### src/rtl/hilo_muldiv_unit.sv
// Purpose : iterative 32x32 radix-2 shift-add multiply/accumulate on the HI/LO pair
//           (MULT, MULTU, MADD, MSUB) plus single-cycle MTHI/MTLO moves.
// Latency : multiply commits 33 edges after the accepting edge; MTHI/MTLO commit at the accepting edge.
// Backpr. : o_busy is high while a multiply is in flight; i_start is ignored until it falls.
// Ports   : i_clk, i_rst_n (async active-low), i_start, i_op[2:0], i_a/i_b[31:0] operands,
//           i_kill flush, o_hi/o_lo architectural registers, o_busy, o_done one-cycle commit pulse.
module hilo_muldiv_unit (
  input  logic        i_clk,
  input  logic        i_rst_n,
  input  logic        i_start,
  input  logic [2:0]  i_op,
  input  logic [31:0] i_a,
  input  logic [31:0] i_b,
  input  logic        i_kill,
  output logic [31:0] o_hi,
  output logic [31:0] o_lo,
  output logic        o_busy,
  output logic        o_done
);

  localparam logic [2:0] OP_MULTU = 3'd1;
  localparam logic [2:0] OP_MTHI  = 3'd4;
  localparam logic [2:0] OP_MTLO  = 3'd5;
  localparam logic [1:0] OP_MADD  = 2'd2;
  localparam logic [1:0] OP_MSUB  = 2'd3;

  typedef enum logic [1:0] {S_IDLE, S_RUN, S_WRITE} state_t;

  state_t      r_state;
  state_t      w_next;
  logic        w_accept;
  logic        w_mov_hi;
  logic        w_mov_lo;
  logic        w_commit;

  logic [31:0] r_hi;
  logic [31:0] r_lo;
  logic        r_done;
  logic [63:0] r_acc;
  logic [63:0] r_mcand;   // multiplicand, shifted left one place per RUN cycle
  logic [31:0] r_mplier;  // multiplier, shifted right so bit 0 is always the current bit
  logic [4:0]  r_cnt;
  logic        r_sign;
  logic [1:0]  r_op;      // multiply ops all have op[2]=0, so two bits identify them

  logic        w_signed;
  logic [31:0] w_abs_a;
  logic [31:0] w_abs_b;
  logic [63:0] w_prod;
  logic [63:0] w_result;

  // State register
  always_ff @(posedge i_clk or negedge i_rst_n) begin
    if (!i_rst_n) begin
      r_state <= S_IDLE;
    end else begin
      r_state <= w_next;
    end
  end

  // Next state and control decode; Kill overrides both acceptance and commit
  always_comb begin
    w_next   = r_state;
    w_accept = 1'b0;
    w_mov_hi = 1'b0;
    w_mov_lo = 1'b0;
    w_commit = 1'b0;
    case (r_state)
      S_IDLE: begin
        if (i_start && !i_kill) begin
          if (!i_op[2]) begin
            w_accept = 1'b1;
            w_next   = S_RUN;
          end else if (i_op == OP_MTHI) begin
            w_mov_hi = 1'b1;
          end else if (i_op == OP_MTLO) begin
            w_mov_lo = 1'b1;
          end
        end
      end
      S_RUN: begin
        if (i_kill) begin
          w_next = S_IDLE;
        end else if (r_cnt == 5'd31) begin
          w_next = S_WRITE;
        end
      end
      S_WRITE: begin
        w_next   = S_IDLE;
        w_commit = !i_kill;
      end
      default: w_next = S_IDLE;
    endcase
  end

  // 0x80000000 negates to itself, which is the correct magnitude read as unsigned
  assign w_signed = (i_op != OP_MULTU);
  assign w_abs_a  = (w_signed && i_a[31]) ? (32'd0 - i_a) : i_a;
  assign w_abs_b  = (w_signed && i_b[31]) ? (32'd0 - i_b) : i_b;

  assign w_prod = r_sign ? (64'd0 - r_acc) : r_acc;

  always_comb begin
    case (r_op)
      OP_MADD: w_result = {r_hi, r_lo} + w_prod;
      OP_MSUB: w_result = {r_hi, r_lo} - w_prod;
      default: w_result = w_prod;
    endcase
  end

  // Datapath
  always_ff @(posedge i_clk or negedge i_rst_n) begin
    if (!i_rst_n) begin
      r_hi     <= 32'd0;
      r_lo     <= 32'd0;
      r_done   <= 1'b0;
      r_acc    <= 64'd0;
      r_mcand  <= 64'd0;
      r_mplier <= 32'd0;
      r_cnt    <= 5'd0;
      r_sign   <= 1'b0;
      r_op     <= 2'd0;
    end else begin
      r_done <= w_commit | w_mov_hi | w_mov_lo;
      if (w_accept) begin
        r_mcand  <= {32'd0, w_abs_a};
        r_mplier <= w_abs_b;
        r_acc    <= 64'd0;
        r_cnt    <= 5'd0;
        r_sign   <= w_signed & (i_a[31] ^ i_b[31]);
        r_op     <= i_op[1:0];
      end
      if (r_state == S_RUN) begin
        if (r_mplier[0]) begin
          r_acc <= r_acc + r_mcand;
        end
        r_mcand  <= r_mcand << 1;
        r_mplier <= r_mplier >> 1;
        r_cnt    <= r_cnt + 5'd1;
      end
      if (w_commit) begin
        {r_hi, r_lo} <= w_result;
      end
      if (w_mov_hi) begin
        r_hi <= i_a;
      end
      if (w_mov_lo) begin
        r_lo <= i_a;
      end
    end
  end

  assign o_hi   = r_hi;
  assign o_lo   = r_lo;
  assign o_done = r_done;
  assign o_busy = (r_state != S_IDLE);

endmodule

### config.mk
export PLATFORM = sky130hd
export DESIGN_NAME = hilo_muldiv_unit
export DESIGN_NICKNAME = d
export VERILOG_FILES = /design/src/rtl/hilo_muldiv_unit.sv
export SDC_FILE = /design/constraint.sdc
export NUM_CORES = 1
export LEC_CHECK = 0
export BUFFER_PORTS_ARGS = -buffer_cell sky130_fd_sc_hd__buf_2
export CAP_MARGIN = 10
export CORE_ASPECT_RATIO = 0.5
export CORE_UTILIZATION = 41
export DETAILED_ROUTE_END_ITERATION = 12
export SLEW_MARGIN = 40
export SYNTH_ARGS = -nofsm -noshare
export SYNTH_HDL_FRONTEND = slang
export SYNTH_SLANG_ARGS = --single-unit
### constraint.sdc
create_clock -name i_clk -period 5.7 [get_ports i_clk]
set_input_delay 1.425 -clock i_clk [delete_from_list [all_inputs] [get_ports i_clk]]
set_output_delay 1.425 -clock i_clk [all_outputs]
set_load 0.03 [all_outputs]
* Word-level counts from Yosys, hierarchy flattened *
Index checks and enable logic that the tools add are counted.

storage, ports and cells
  bits in latches = 0
  memories kept = 0
  word-level logic and storage cells = 77
  input port bits = 71
  bits in read-only memories = 0
  RAM bits = 0
  register bits after elaboration = 235

operators by class
  add/subtract/negate cells = 7
  shift operators = 0
  multipliers = 0
  reductions and logical operators = 10
  multiplexer cells = 35
  eq/ne operators = 11
  divide/modulo/power cells = 0
  magnitude comparators = 0
  bitwise operators = 4

operators with widths
  operator                 number
  $mux W64                 6
  $mux W32                 8
  $add A64 B64 Y64         2
  $pmux W64 S2             1
  $sub A1 B32 Y32 const A  2
  $sub A1 B64 Y64 const A  1
  $sub A64 B64 Y64         1
  $mux W1                  13
  $mux W5                  2
  $mux W2                  4
  $reduce_bool A2 Y1       4
  $eq A2 B2 Y1 const B     3
  $eq A3 B3 Y1 const B     2
  $add A5 B1 Y5 const B    1
  $eq A5 B5 Y1 const B     1
  $ne A2 B2 Y1 const B     2
  $pmux W2 S2              1
  $logic_and A1 B1 Y1      3
  $ne A3 B1 Y1 const B     1
  $ne A3 B3 Y1 const B     1
  $reduce_and A3 Y1        1
  $eq A2 B1 Y1 const B     1
  $logic_not A2 Y1         1
  $or A1 B1 Y1             2
  3 further kinds          3

* Depth between registers and ports, before layout *
Gate-level depths: netlist of the first run.

  depth in word-level cells = 7
  depth in mapped cells = 29

* Worst setup path before layout of the first run *
Ideal clock, no wire load.

  path type = register -> register
  start point = register r_acc[1]
  end point = register r_hi[31] (netlist: o_hi[31])
  required time = 5.566 ns
  setup time = 0.134 ns
  buffers on the path = 1
  slack = -0.561 ns
  arrival time = 6.127 ns
  cell stages (with the launch flop) = 26
  clock period less this slack = 6.261 ns
  cells stage by stage = dfrtp_1 inv_1 ha_1 or3b_2 clkbuf_1 o41ai_1 xnor2_1 nor4_1 nand4bb_1 nor4_1 nand2_1 o41ai_1 a21boi_0 o21ai_0 xnor2_1 ha_1 and3_1 nand2_1 a21o_1 nand2_1 o21ai_0 o21ai_0 a221o_1 and3_1 a2111oi_1 nand2_1

on the way
  word-level cells in the longest chain between the ends = 6
  elaborated cells on any way between the ends = 7

RTL lines
  element                                                      RTL line  source
  from (decl)                                                  39        logic [63:0] r_acc;
  from (signal assigned)                                       135       r_acc <= r_acc + r_mcand;
  $sub A1 B64 Y64                                              101       assign w_prod = r_sign ? (64'd0 - r_acc) : r_acc;
  $mux W64 *                                                   101
  $sub A64 B64 Y64 / $add A64 B64 Y64 (equally long branches)  106, 105
  $pmux W64 S2 *                                               104       case (r_op)
  $mux W32 *                                                   141       if (w_commit) begin
  $mux W32 *                                                   144       if (w_mov_hi) begin
  to (signal assigned)                                         142       {r_hi, r_lo} <= w_result;
  to (signal assigned)                                         145       r_hi <= i_a;
  to (decl)                                                    36        logic [31:0] r_hi;

Mark *: on every way between the ends. The rest lies on a longest branch, timed or not. The select of a mux whose other input is x is not followed.
A chain may end at the register's enable or synchronous reset.

* Worst setup path in the final report of the first run *
  start point = register r_acc[26]
  end point = register r_hi[27] (netlist: o_hi[27])

Same word-level chain as after synthesis.

==> results of run 1 <==
-- state kept, by name, summed over array words and instances (netlist names) --
register	cells
r_state	2
o_hi	32
r_acc	64
r_cnt	5
o_done	1
r_mcand	64
r_op	2
r_mplier	32
o_lo	32
r_sign	1
-- power groups by stage --
stage          combinational, W  clock (W)  sequential [W]
2_1_floorplan           0.00680          0         0.00263
3_3_place_gp             0.0117          0         0.00249
3_5_place_dp             0.0118          0         0.00250
4_1_cts                  0.0124    0.00199         0.00248
5_1_grt                  0.0146    0.00205         0.00253
6_report                 0.0137    0.00197         0.00250
-- final cells by class --
type	instances	area (sq um)
Multi-Input combinational cell	2274	15900
Clock buffer	31	711
Inverter	57	214
Timing Repair Buffer	615	4430
Fill cell	4873	23700
Sequential cell	235	5880
Tap cell	701	877
Clock inverter	19	254
-- stage by stage --
stage                     cells  hold WS (ns)
after floorplan            2746         0.449
after global placement     3801         0.474
after detailed placement   3802         0.492
after CTS                  3900         0.507
after global routing       3932         0.529
final                      3932         0.504
-- final timing paths --
kind	from	end
max	r_acc[26]$_DFF_PN0_	o_hi[27]$_DFFE_PN0P_
min	r_cnt[3]$_DFFE_PN0P_	r_cnt[3]$_DFFE_PN0P_
max reg2reg	r_acc[26]$_DFF_PN0_	o_hi[27]$_DFFE_PN0P_
min reg2reg	r_cnt[3]$_DFFE_PN0P_	r_cnt[3]$_DFFE_PN0P_
max in group asynchronous	i_rst_n	r_acc[58]$_DFF_PN0_
min in group asynchronous	i_rst_n	o_hi[17]$_DFFE_PN0P_
-- placed cells by master, fill, tap and decap left out, types with 45 or more instances in the layout --
cell type,n
xnor2_1,145
buf_2,135
a21o_1,87
ha_1,129
a21oi_1,175
dfrtp_1,232
nor2_1,158
o21ai_0,291
xor2_1,126
nand2_1,270
buf_4,453
o31ai_1,45
inv_1,53
a22oi_1,87
nand3_1,61
nand4_1,48
-- per-layer routing --
metal	part of all wire, %	vias up
met2	40	1071
li1	-	11093
met1	47	11515
met4	2.2	2
met5	0.015	-
met3	11	114
-- cells in the mapped netlist, types with 7 or more instances --
cell type  count
o41ai_1       28
a211oi_1      19
a221oi_1       7
a21o_1        87
nand2b_1      28
nor2_1       170
buf_1          9
nor3_1        51
a31oi_1       24
clkbuf_1     164
nand4_1       48
and3_1        16
mux2i_1        8
nor3b_1        7
or3_1         32
ha_1         132
o31ai_1       51
nor4_1        22
o21ai_0      337
nand2_1      280
o221ai_1       7
dfrtp_1      235
o211ai_1      14
nor2b_1       23
a21oi_1      213
a22oi_1       87
o21bai_1      24
and2_1        17
xor2_1       132
o21a_1        12
nand3_1       64
or4_1         30
xnor2_1      159
a222oi_1       9
or2_2         18
a221o_1       11
inv_1         55
-- logic make-up after synthesis --
family / count (synthesis)
AND/OR/NAND/NOR: 834
buffers and inverters: 238
AO/OA/AOI/OAI: 1004
multiplexers: 10
XOR/XNOR: 291
flip-flops: 235
adder cells (fa/ha/maj): 134
-- worst max-delay path, delay by kind of cell, from the launching register on --
kind / cells / cell delay, ns
flip-flops: 1 / 0.37
AND/OR/NAND/NOR: 11 / 2.70
adder cells (fa/ha/maj): 1 / 0.41
buffers and inverters: 10 / 1.06
AO/OA/AOI/OAI: 4 / 0.81
XOR/XNOR: 3 / 0.64
-- repair_timing --
action	CTS	global route
endpoints found under the hold margin	0	0
setup buffers	48	37
pin swaps	35	66
setup endpoints to repair	25	36
cloned	1	0
resized for setup	58	148
==> metrics.txt, run 1 <==
cts bufs inserted=27; Core Util, Final=54.4%; syn avg cell area=7.87 sq um; Via density=6.05; Logic pwr share=75.4%; vias in the first global route=21448; initial cell density of the core=41.6%; CTS tree=built; area share of fa/ha/maj cells after synthesis=7.83%; Net Sw Power=0.00881 W; Tmin final=6.11 ns; Hold Path Class=flop to flop; GP Congestion=0.980; global-route wire length before repair=131000 um; latest clock arrival within the worst-skew pair=0.60 ns; Overall Global Routing Usage=31.6%; DR vias=23795; Core ar.=0.0520 sq mm; Worst-path clk slew=0.07 ns; Clock power frac=10.9%; layout cell share with drive strength beyond 1=27.0%; Worst Setup Slack, final=-0.414 ns; grt ovf=0; Initial DRC Count=2727; P&R area growth vs syn=30.8%; area leader, netlist=dfrtp_1; die footprint=0.0537 sq mm; CP startpoint kind=flop; CTS sink count=235; P_int=0.00930 W; Port Buf Inserts=136; GR Util met1=48.4%; clock root buffer=clkbuf_16; Setup TNS=-4.08 ns; Post-Place Cell Area=0.0258 sq mm; # IOs=137; initial antenna violation count=1; deepest clock path buffer count=3; fin area=0.0283 sq mm; GRT met2 Usage=44.5%; cts hold-fix bufs=0; Die Ht=164 um; Seq/Total Area, Yosys=27.2%; Synth Area in Compound Gates=29.5%; final setup fails=15; ranking of synthesized cells by area=dfrtp_1 (27%), o21ai_0 (7.8%), ha_1 (7.6%); number of flops mapped to enable cells by yosys=0; total length of routed wires=88500 um; Switching Share=48.6%; Cell Rows=59; skew final=0.0164 ns; Req. time, crit path=6.18 ns; P per Cell Area=641 mW/mm^2; worst path arrival time=6.59 ns; most frequent CP cell=buf_6; mux share of post-synthesis cell area=0.475%; Routed Antenna Nets=0; post-synthesis cell count=2746; kind of critical path=flop to flop; maximum resistive drop on vdd=0.353 mV; status=finished, violations left; Critical-path top delay cell=or4_1; FMAX=164 MHz; Top Usage Layer GRT=met1; Yosys top cell area share=27.2%; top_reg_cell synth=dfrtp_1; Synth Net Count=2951; met3 Use GR=7.10%; residual DRC count=0; HPWL after DPL=67100 um; FF+latch count, synth=235; Reg2Reg Setup Slack=-0.41 ns; chip width=327 um; max-slew violation count=0; Leak=13.0 nW; ant diodes=0; worst slack, placed=-0.489 ns; H-Tree Depth=1; violated checks=setup timing; largest family of logic cells by synthesized area=compound AO/OA/AOI/OAI gates; Slew headroom=42.3%; CP max stage delay=0.61 ns; Simple-Gate Fraction of Synth Area=18.9%; Netlist cell types=84; largest net degree at the start of global routing=100; Flop pwr share=13.8%; Tcrit/Tclk final=107%; layout net count=3415; number of hold violations in the final report=0; RSZ-0062 raised after global routing=yes; Worst Hold Path Cells=1; FF-to-FF path depth=29; Max-Cap Viols=0; critical path endpoint category=flop; TritonRoute pass-1 iters=6; synthesized area=0.0216 sq mm; xor and xnor area share after synthesis=11.8%; worst slew pin tran=0.866 ns; critical path peak fanout=3; yosys warns=0; WL/cell=22.5 um; Design Power=0.0181 W; ys async rst share=100%
No activity file was read; power rests on OpenSTA's default activity.
==> run 2, diff against run 1 <==
--- a/config.mk
+++ b/config.mk
@@ -10,6 +10,7 @@
 export CORE_ASPECT_RATIO = 0.5
 export CORE_UTILIZATION = 41
 export DETAILED_ROUTE_END_ITERATION = 12
+export GPL_TIMING_DRIVEN = 0
 export SLEW_MARGIN = 40
 export SYNTH_ARGS = -nofsm -noshare
 export SYNTH_HDL_FRONTEND = slang
==> run 2 against run 1 <==
The run still ends with setup timing left. Die area did not move. Register-to-register slack worse by 0.28 ns. Sequential cell count stayed put. Sequential power grew 11%. Sequential share of layout area is 0.71 points higher. Maximum frequency shrank 4.3%. Largest power group unchanged. Clock skew fell by 0.0066 ns.
==> metrics.txt, run 2 (synthesized netlist as in run 1, its figures left out) <==
RSZ-0062 raised after global routing=yes; Cell Rows=59 (unchanged); Core Util, Final=52.8% (-1.6 points); Via density=6.26 (+3.4%); crit-path cells=or4_4, or4_4, o41ai_4, xor2_2, nand4b_1, buf_4, nor4_4, nand2_2, o41ai_4, buf_4, a21boi_4, nand2_2, xnor2_1, ha_1, buf_4, nand4_1, a21o_1, nand2_2, nand2_1, o21ai_2, a221o_1, nor2_2, a2111oi_4, nand2_1; Clock power frac=10.3% (-0.6 points); worst path arrival time=6.85 ns (+0.26 ns); vias in the first global route=21104 (-1.6%); ant diodes=0 (unchanged); total length of routed wires=91500 um (+3.4%); sum of buffers and inverters on the critical path=3 (-7); clock root buffer=clkbuf_16; Critical-path top delay cell=or4_4; cts bufs inserted=27 (unchanged); P_int=0.00818 W (-12%); FMAX=156 MHz (-4.3%); Switching Share=51.8% (+3.1 points); status=finished, violations left; final setup fails=24 (+9); maximum resistive drop on vdd=0.362 mV (+2.4%); commonest non-fill, non-tap cell in the layout=o21ai_0; violated checks=setup timing; latest clock arrival within the worst-skew pair=0.59 ns (about the same); CP max stage delay=0.62 ns (about the same); P&R area growth vs syn=27.0%; delay-heaviest family, CP=simple AND/OR/NAND/NOR gates; Req. time, crit path=6.16 ns (-0.02 ns); # IOs=137 (unchanged); Port Buf Inserts=135 (-0.74%); Tcrit/Tclk final=112% (+4.9 points); HPWL after DPL=68500 um (+2.1%); Design Power=0.0170 W (-6.4%); most frequent cells in the layout=o21ai_0 (286), nand2_1 (273), dfrtp_1 (214); GP Congestion=1.02 (+3.6%); max-slew violation count=0 (unchanged); deepest clock path buffer count=3 (unchanged); Routed Antenna Nets=0 (unchanged); Overall Global Routing Usage=32.6% (+0.98 points); Hold Path Class=flop to flop; Logic pwr share=73.3% (-2.1 points); H-Tree Depth=1 (unchanged); initial antenna violation count=1 (unchanged); residual DRC count=0 (unchanged); CTS tree=built; layout cell share with drive strength beyond 1=22.4% (-4.5 points); chip width=327 um (unchanged); worst slew pin tran=0.991 ns (+0.125 ns); TritonRoute pass-1 iters=8 (+2); number of hold violations in the final report=0 (unchanged); Die Ht=164 um (unchanged); Slew headroom=33.9% (-8.3 points); critical path peak fanout=6 (+3); initial cell density of the core=41.6% (unchanged); Worst-path clk slew=0.06 ns (about the same); Tmin final=6.39 ns (+0.277 ns); Core ar.=0.0520 sq mm (unchanged); WL/cell=24.2 um (+7.4%); CP startpoint kind=flop; die footprint=0.0537 sq mm (unchanged); global-route wire length before repair=133000 um (+1.3%); Worst Setup Slack, final=-0.690 ns (-0.277 ns); Initial DRC Count=2858 (+4.8%); Net Sw Power=0.00878 W (-0.32%); Leak=11.9 nW (-8.4%); skew final=0.00976 ns (-0.00664 ns); largest net degree at the start of global routing=66 (-34%); Reg2Reg Setup Slack=-0.69 ns (-0.28 ns); CTS sink count=235 (unchanged); Max-Cap Viols=0 (unchanged); DR vias=23692 (-0.43%); largest registers=r_acc x64, r_mcand x64; critical path endpoint category=flop; cts hold-fix bufs=0 (unchanged); kind of critical path=flop to flop; grt ovf=0 (unchanged); layout net count=3271 (-4.2%); P per Cell Area=618 mW/mm^2 (-3.6%); Flop pwr share=16.4% (+2.6 points)
==> run 2: cell count changes in the layout (fill, tap and decap cells not counted), sizes merged <==
cell and change:
clkinvlp -2, clkinv -8, inv -1, buf -271, bufinv -5, clkbuf +142
or4 -1
==> run 2: final timing paths <==
check | start | endpoint | cells past startpoint
worst max-delay path | r_acc[26]$_DFF_PN0_ | o_hi[31]$_DFFE_PN0P_ | 24
worst min-delay path | r_cnt[3]$_DFFE_PN0P_ | r_cnt[3]$_DFFE_PN0P_ | 1
worst max register to register | r_acc[26]$_DFF_PN0_ | o_hi[31]$_DFFE_PN0P_ | 24
worst min register to register | r_cnt[3]$_DFFE_PN0P_ | r_cnt[3]$_DFFE_PN0P_ | 1
max in group asynchronous | i_rst_n | r_acc[22]$_DFF_PN0_ | 4
min in group asynchronous | i_rst_n | o_hi[19]$_DFFE_PN0P_ | 1
==> run 2: area by class of cell <==
class | count | area [sq um]
timing repair buffer | 327 | 2290
fill | 4931 | 24500
tap | 701 | 877
sequential | 235 | 5910
inverter | 57 | 219
clock inverter | 3 | 32.5
clock buffer | 45 | 813
multi-input combinational | 2273 | 16700
buffer | 145 | 638
==> run 2: per-stage QoR <==
stage / instances / setup TNS [ns] / hold WS [ns] / setup WS (ns) / instance area [sq um]
2_1_floorplan: 2746 / -0.0497 / 0.449 / -0.0334 / 21900
3_3_place_gp: 3582 / -361.77 / 0.478 / -1.92 / 23400
3_5_place_dp: 3585 / -53.64 / 0.484 / -1.94 / 23600
4_1_cts: 3714 / -6.71 / 0.493 / -0.599 / 26100
5_1_grt: 3786 / -12.10 / 0.520 / -0.832 / 27400
6_report: 3786 / -8.49 / 0.496 / -0.690 / 27400
==> run 2: power groups by stage <==
stage	clock network (W)	registers (W)	logic (W)
floorplan	0	0.00263	0.00680
global placement	0	0.00267	0.00935
detailed placement	0	0.00268	0.00938
CTS	0.00178	0.00273	0.0108
global route	0.00185	0.00281	0.0132
finish	0.00175	0.00278	0.0124
==> run 2: what timing repair did <==
item,CTS,global route
buffers inserted,102,91
pin swaps,100,121
resized for setup,234,162
setup endpoints to repair,54,40
==> run 2: routing by layer <==
layer	GRT usage, %	share of wire (%)
met5	0	0.013
met4	8.64	3.1
met3	5.89	10
met2	46.8	41
met1	49.4	46
